$ cat config.mk
export PLATFORM = sky130hd
export DESIGN_NAME = pc_hazard_ctrl
export DESIGN_NICKNAME = d
export VERILOG_FILES = /design/src/rtl/pc_hazard_ctrl.sv
export SDC_FILE = /design/constraint.sdc
export NUM_CORES = 1
export LEC_CHECK = 0
export ABC_AREA = 1
export BUFFER_PORTS_ARGS = -buffer_cell sky130_fd_sc_hd__buf_2
export CAP_MARGIN = 20
export CORE_MARGIN = 2
export CORE_UTILIZATION = 50
export CTS_BUF_LIST = sky130_fd_sc_hd__clkbuf_2
export DETAILED_ROUTE_END_ITERATION = 7
export PLACE_DENSITY = 0.82
export SYNTH_ARGS = -nofsm -noshare
export SYNTH_HDL_FRONTEND = slang
export SYNTH_SLANG_ARGS = --single-unit
$ cat constraint.sdc
create_clock -name clk -period 2.27 [get_ports clk]
set_clock_uncertainty 0.1 [all_clocks]
set_input_delay 0.227 -clock clk [delete_from_list [all_inputs] [get_ports clk]]
set_output_delay 0.227 -clock clk [all_outputs]
set_load 0.005 [all_outputs]
$ cat src/rtl/pc_hazard_ctrl.sv
// PC / stage-register sequencer for the 5-stage core: boot hold,
// load-use bubbles, dmem freeze, branch redirect (with imem-busy pend).
//
// Ports:
//   clk, reset (async, active-low)
//   id_rs1/id_rs2/id_use_rs1/id_use_rs2 : ID source operands
//   ex_rd/ex_mem_read                   : EX destination / load flag
//   ex_branch_taken/ex_branch_target    : resolved redirect from EX
//   mem_req/dmem_ready                  : data-memory handshake
//   imem_ready                          : instruction fetch valid
//   pc_plus4                            : sequential PC
//   pc_next, stall_*, flush_*           : PC / pipeline register control
//   timeout_err                         : sticky dmem-timeout flag
module pc_hazard_ctrl #(
  parameter int XLEN        = 32,
  parameter int BOOT_CYCLES = 2,
  parameter int MAX_WAIT    = 15
) (
  input  logic            clk,
  input  logic            reset,
  input  logic [4:0]      id_rs1,
  input  logic [4:0]      id_rs2,
  input  logic            id_use_rs1,
  input  logic            id_use_rs2,
  input  logic [4:0]      ex_rd,
  input  logic            ex_mem_read,
  input  logic            ex_branch_taken,
  input  logic [XLEN-1:0] ex_branch_target,
  input  logic            mem_req,
  input  logic            dmem_ready,
  input  logic            imem_ready,
  input  logic [XLEN-1:0] pc_plus4,
  output logic [XLEN-1:0] pc_next,
  output logic            stall_PC,
  output logic            stall_IFID,
  output logic            flush_IFID,
  output logic            stall_IDEX,
  output logic            flush_IDEX,
  output logic            stall_EXMEM,
  output logic            timeout_err
);

  typedef enum logic [1:0] {
    BOOT = 2'd0,
    RUN  = 2'd1,
    PEND = 2'd2
  } state_t;

  localparam int BW =
    (BOOT_CYCLES > 1) ? $clog2(BOOT_CYCLES) : 1;
  localparam int WW = $clog2(MAX_WAIT + 1);

  localparam logic [BW-1:0] BOOT_INIT =
    BW'((BOOT_CYCLES > 0) ? BOOT_CYCLES - 1 : 0);
  localparam logic [WW-1:0] MAX_W = WW'(MAX_WAIT);
  localparam state_t RST_ST =
    (BOOT_CYCLES == 0) ? RUN : BOOT;

  state_t          state;
  state_t          state_nx;
  logic [BW-1:0]   boot_cnt;
  logic [WW-1:0]   wait_cnt;
  logic [XLEN-1:0] redir_q;
  logic            freeze;
  logic            load_use;
  logic            redir_park;

  assign freeze = (state != BOOT)
                & mem_req & ~dmem_ready;

  // x0 is hard-wired zero, so a load to it never creates a hazard.
  assign load_use = ex_mem_read
                  & (ex_rd != 5'd0)
                  & ((id_use_rs1 & (id_rs1 == ex_rd))
                   | (id_use_rs2 & (id_rs2 == ex_rd)));

  // Taken branch while fetch is busy: remember target, finish later.
  assign redir_park = (state == RUN) & ~freeze
                    & ex_branch_taken & ~imem_ready;

  always_ff @(posedge clk or negedge reset) begin
    if (!reset) state <= RST_ST;
    else        state <= state_nx;
  end

  always_comb begin
    state_nx = state;
    unique case (state)
      BOOT:
        if (boot_cnt == '0) state_nx = RUN;
      RUN:
        if (redir_park) state_nx = PEND;
      PEND:
        if (imem_ready && !freeze) state_nx = RUN;
      default:
        state_nx = BOOT;
    endcase
  end

  always_ff @(posedge clk or negedge reset) begin
    if (!reset) begin
      boot_cnt    <= BOOT_INIT;
      wait_cnt    <= '0;
      redir_q     <= '0;
      timeout_err <= 1'b0;
    end else begin
      if (state == BOOT && boot_cnt != '0)
        boot_cnt <= boot_cnt - 1'b1;
      if (redir_park)
        redir_q <= ex_branch_target;
      if (freeze) begin
        if (wait_cnt != MAX_W)
          wait_cnt <= wait_cnt + 1'b1;
        // Edge closing the MAX_WAIT-th back-to-back freeze cycle.
        if (wait_cnt >= MAX_W - 1'b1)
          timeout_err <= 1'b1;
      end else begin
        wait_cnt <= '0;
      end
    end
  end

  always_comb begin
    pc_next     = pc_plus4;
    stall_PC    = 1'b0;
    stall_IFID  = 1'b0;
    flush_IFID  = 1'b0;
    stall_IDEX  = 1'b0;
    flush_IDEX  = 1'b0;
    stall_EXMEM = 1'b0;
    unique case (state)
      BOOT: begin
        stall_PC   = 1'b1;
        flush_IFID = 1'b1;
        flush_IDEX = 1'b1;
      end
      RUN: begin
        if (freeze) begin
          // EX is held, so any branch there is re-presented later.
          stall_PC    = 1'b1;
          stall_IFID  = 1'b1;
          stall_IDEX  = 1'b1;
          stall_EXMEM = 1'b1;
        end else if (ex_branch_taken) begin
          flush_IFID = 1'b1;
          flush_IDEX = 1'b1;
          if (imem_ready)
            pc_next = ex_branch_target;
          else
            stall_PC = 1'b1;
        end else if (load_use) begin
          stall_PC   = 1'b1;
          stall_IFID = 1'b1;
          flush_IDEX = 1'b1;
        end else if (!imem_ready) begin
          stall_PC   = 1'b1;
          flush_IFID = 1'b1;
        end
      end
      PEND: begin
        pc_next = redir_q;
        if (freeze) begin
          stall_PC    = 1'b1;
          stall_IFID  = 1'b1;
          stall_IDEX  = 1'b1;
          stall_EXMEM = 1'b1;
        end else begin
          flush_IFID = 1'b1;
          stall_PC   = ~imem_ready;
        end
      end
      default: begin
        stall_PC   = 1'b1;
        flush_IFID = 1'b1;
        flush_IDEX = 1'b1;
      end
    endcase
  end

endmodule
==> reports/metrics.yaml <==
outcome: "finished with violations"
violations: "setup timing"
min_path_cells: 5
design_area_sq_um: 4590
worstPathMaxFanout: 32
max_slew_margin: 0.408
power.density_nw_per_um2: 1130
dpl.hpwl_mm: 6.32
core-area_sq_um: 6280
io_buffers: 126
drv_slew: 0
max-cap-violations: 0
cts_tree: "yes"
drive_gt1_frac: 0.340
p_sw_w: 0.00241
power.leakage_nw: 2.59
seqPwrFrac: 0.227
internal_power_w: 0.00277
power_frac_comb: 0.689
gp_congestion: 0.851
seq_area_frac_synth: 0.312
clock_path_buffers: 2
placed_area_sq_um: 3870
clk_pin_slew_worst_paths_ps: 220
clock.fmax_mhz: 427
worstPathCellList: "inv_2, ha_4, nand3b_4, nand3_4, buf_12, nand2_1, nand3_2, a21oi_2, buf_2"
die_area_sq_um: 7080
ys_seq_elements: 40
cts.sink_count: 40
ys_warn_count: 0
ir_worst_vdd_uv: 800
finalCriticalPeriod_ps: 2340
required_ps: 1940
grt_overflow: 0
final_antenna_net_count: 0
seq_area_sq_um: 1000
ff2ff_path_depth: 11
die_height_um: 84.1
io_pins: 127
nets: 766
clock_latency_ps: 420
grt_pass1_vias: 3657
initial_core_util: 0.511
clockPowerShare: 0.085
syn-cell-area_sq_um: 3210
syn_nets: 603
antennaDiodeCount: 0
wl_per_cell_um: 13.1
grt_use_total: 0.270
critical_path_class: "reg -> out"
cts.htree.levels: 2
rows: 29
area_growth_pct: 42.9
setup_violations: 30
startpoint_type: "flip-flop"
cpPeakStageDelay_ps: 460
hold_viol: 0
multi_input_area_sq_um: 1850
cts-root-buf: "clkbuf_2"
fin_crit_sh: 1.03
drt_iter0_drc: 182
tightest_slew_ps: 888
final_util: 0.731
drc: 0
post-route-worst-setup-slack_ps: -71.7
fillers: 482
antenna_found_initial: 0
swShare: 0.465
routed_wl_mm: 9.84
avgViaCountPerCell: 5.05
cts_buffers: 5
hold_class: "in -> reg"
die-width_um: 84.1
synth_cells: 509
syn_avg_cell_area_sq_um: 6.31
grt_pass1_wl_mm: 15.7
worstPathArrival_ps: 2010
cp-end-kind: "output port"
place_inst: 695
grt_max_degree: 41
finalSetupTns_ps: -620
via_count: 3785
dr.pass1.iters: 5
crit_slowest_cell: "dfrtp_1"
stdcell_count: 750
rsz0062_at_grt: "yes"
netlist-cell-type-count: 30
state kept, by name, indices dropped and copies added, names as in the netlist:
name / flops
boot_cnt: 1
wait_cnt: 4
timeout_err: 1
redir_q: 32
state: 2
logic make-up after synthesis:
group           synth area share
fa+ha+maj                 0.0234
compound gates             0.204
flops                      0.312
xor+xnor                 0.00546
simple gates               0.296
buf+inv                    0.159
cell type report:
| class | count | share of cell area |
|---|---|---|
| tap | 77 | 0.0210 |
| clock inverter | 3 | 0.00927 |
| clock buffer | 5 | 0.00546 |
| multi-input combinational | 349 | 0.403 |
| inverter | 91 | 0.0756 |
| timing repair buffer | 185 | 0.267 |
| sequential | 40 | 0.218 |
cells in the mapped netlist (all sizes together):
library cell,n,area share
a211oi,2,0.0047
a21boi,1,0.0023
nor2,46,0.055
inv,90,0.11
o21a,1,0.0023
a21oi,67,0.10
xnor2,1,0.0027
xor2,1,0.0027
nand3b,1,0.0062
buf,18,0.039
dfstp,1,0.0082
o21bai,3,0.0070
nand4,2,0.0039
nand2,144,0.17
dfrtp,39,0.30
nand3,37,0.059
clkinv,1,0.0012
clkbuf,11,0.013
o21ai,37,0.083
ha,6,0.023
layer usage:
metal  global-route usage  part of all wire
met1                0.329              0.42
met2                0.482              0.50
met3               0.0482             0.067
met4               0.0865             0.017
met5                    0                 0
worst max-delay path, delay by kind of cell (launching register included):
family | cells | cell delay [ps]
buffers and inverters | 3 | 400
adder cells (fa/ha/maj) | 1 | 150
AO/OA/AOI/OAI | 1 | 140
AND/OR/NAND/NOR | 4 | 420
flip-flops | 1 | 460
placed cells by master, fill, tap and decap left out, types with 4 or more instances in the layout:
| cell type | count |
|---|---|
| nand2_1 | 129 |
| buf_2 | 126 |
| inv_1 | 87 |
| a21oi_1 | 54 |
| nor2_1 | 44 |
| dfrtp_1 | 39 |
| dlygate4sd3_1 | 33 |
| nand3_1 | 29 |
| o21ai_2 | 22 |
| buf_4 | 19 |
| nand2_2 | 14 |
| a21oi_2 | 13 |
| o21ai_0 | 11 |
| nand3_2 | 7 |
| clkbuf_2 | 5 |
| o21ai_1 | 4 |
worst paths after layout:
kind                                       from  slack [ps]                       to
min in group asynchronous                 reset         330  redir_q[26]$_DFFE_PN0P_
setup / recovery           state[1]$_DFFE_PN0P_         -70              pc_next[21]
max in group asynchronous                 reset        1190  redir_q[27]$_DFFE_PN0P_
setup reg to reg           state[1]$_DFFE_PN0P_         150   redir_q[3]$_DFFE_PN0P_
hold reg to reg            boot_cnt$_DFFE_PN1P_         360     boot_cnt$_DFFE_PN1P_
hold / removal                  ex_branch_taken         130     state[0]$_DFFE_PN0P_
metrics by stage:
stage               setup WS [ps]  hold WS [ps]  total power [W]
finish                      -71.7           134          0.00518
global route                 -195           117          0.00560
CTS                         -28.8           118          0.00484
detailed placement            166           303          0.00423
global placement              254           291          0.00417
floorplan                     444          -169          0.00309
power by group through the flow:
stage | combinational, W | clock (W) | sequential [W]
floorplan | 0.00196 | 0 | 0.00113
global placement | 0.00302 | 0 | 0.00115
detailed placement | 0.00306 | 0 | 0.00118
CTS | 0.00323 | 0.000444 | 0.00116
global route | 0.00393 | 0.000471 | 0.00120
finish | 0.00356 | 0.000439 | 0.00117
timing repair:
action	4_1_cts	5_1_grt
cloned	1	0
gates resized for setup	12	42
hold buffers	33	0
hold endpoints to repair	71	0
setup endpoints to repair	36	37
setup buffers	5	8
pin swaps	3	1
Power figures use the tool's default switching activity.
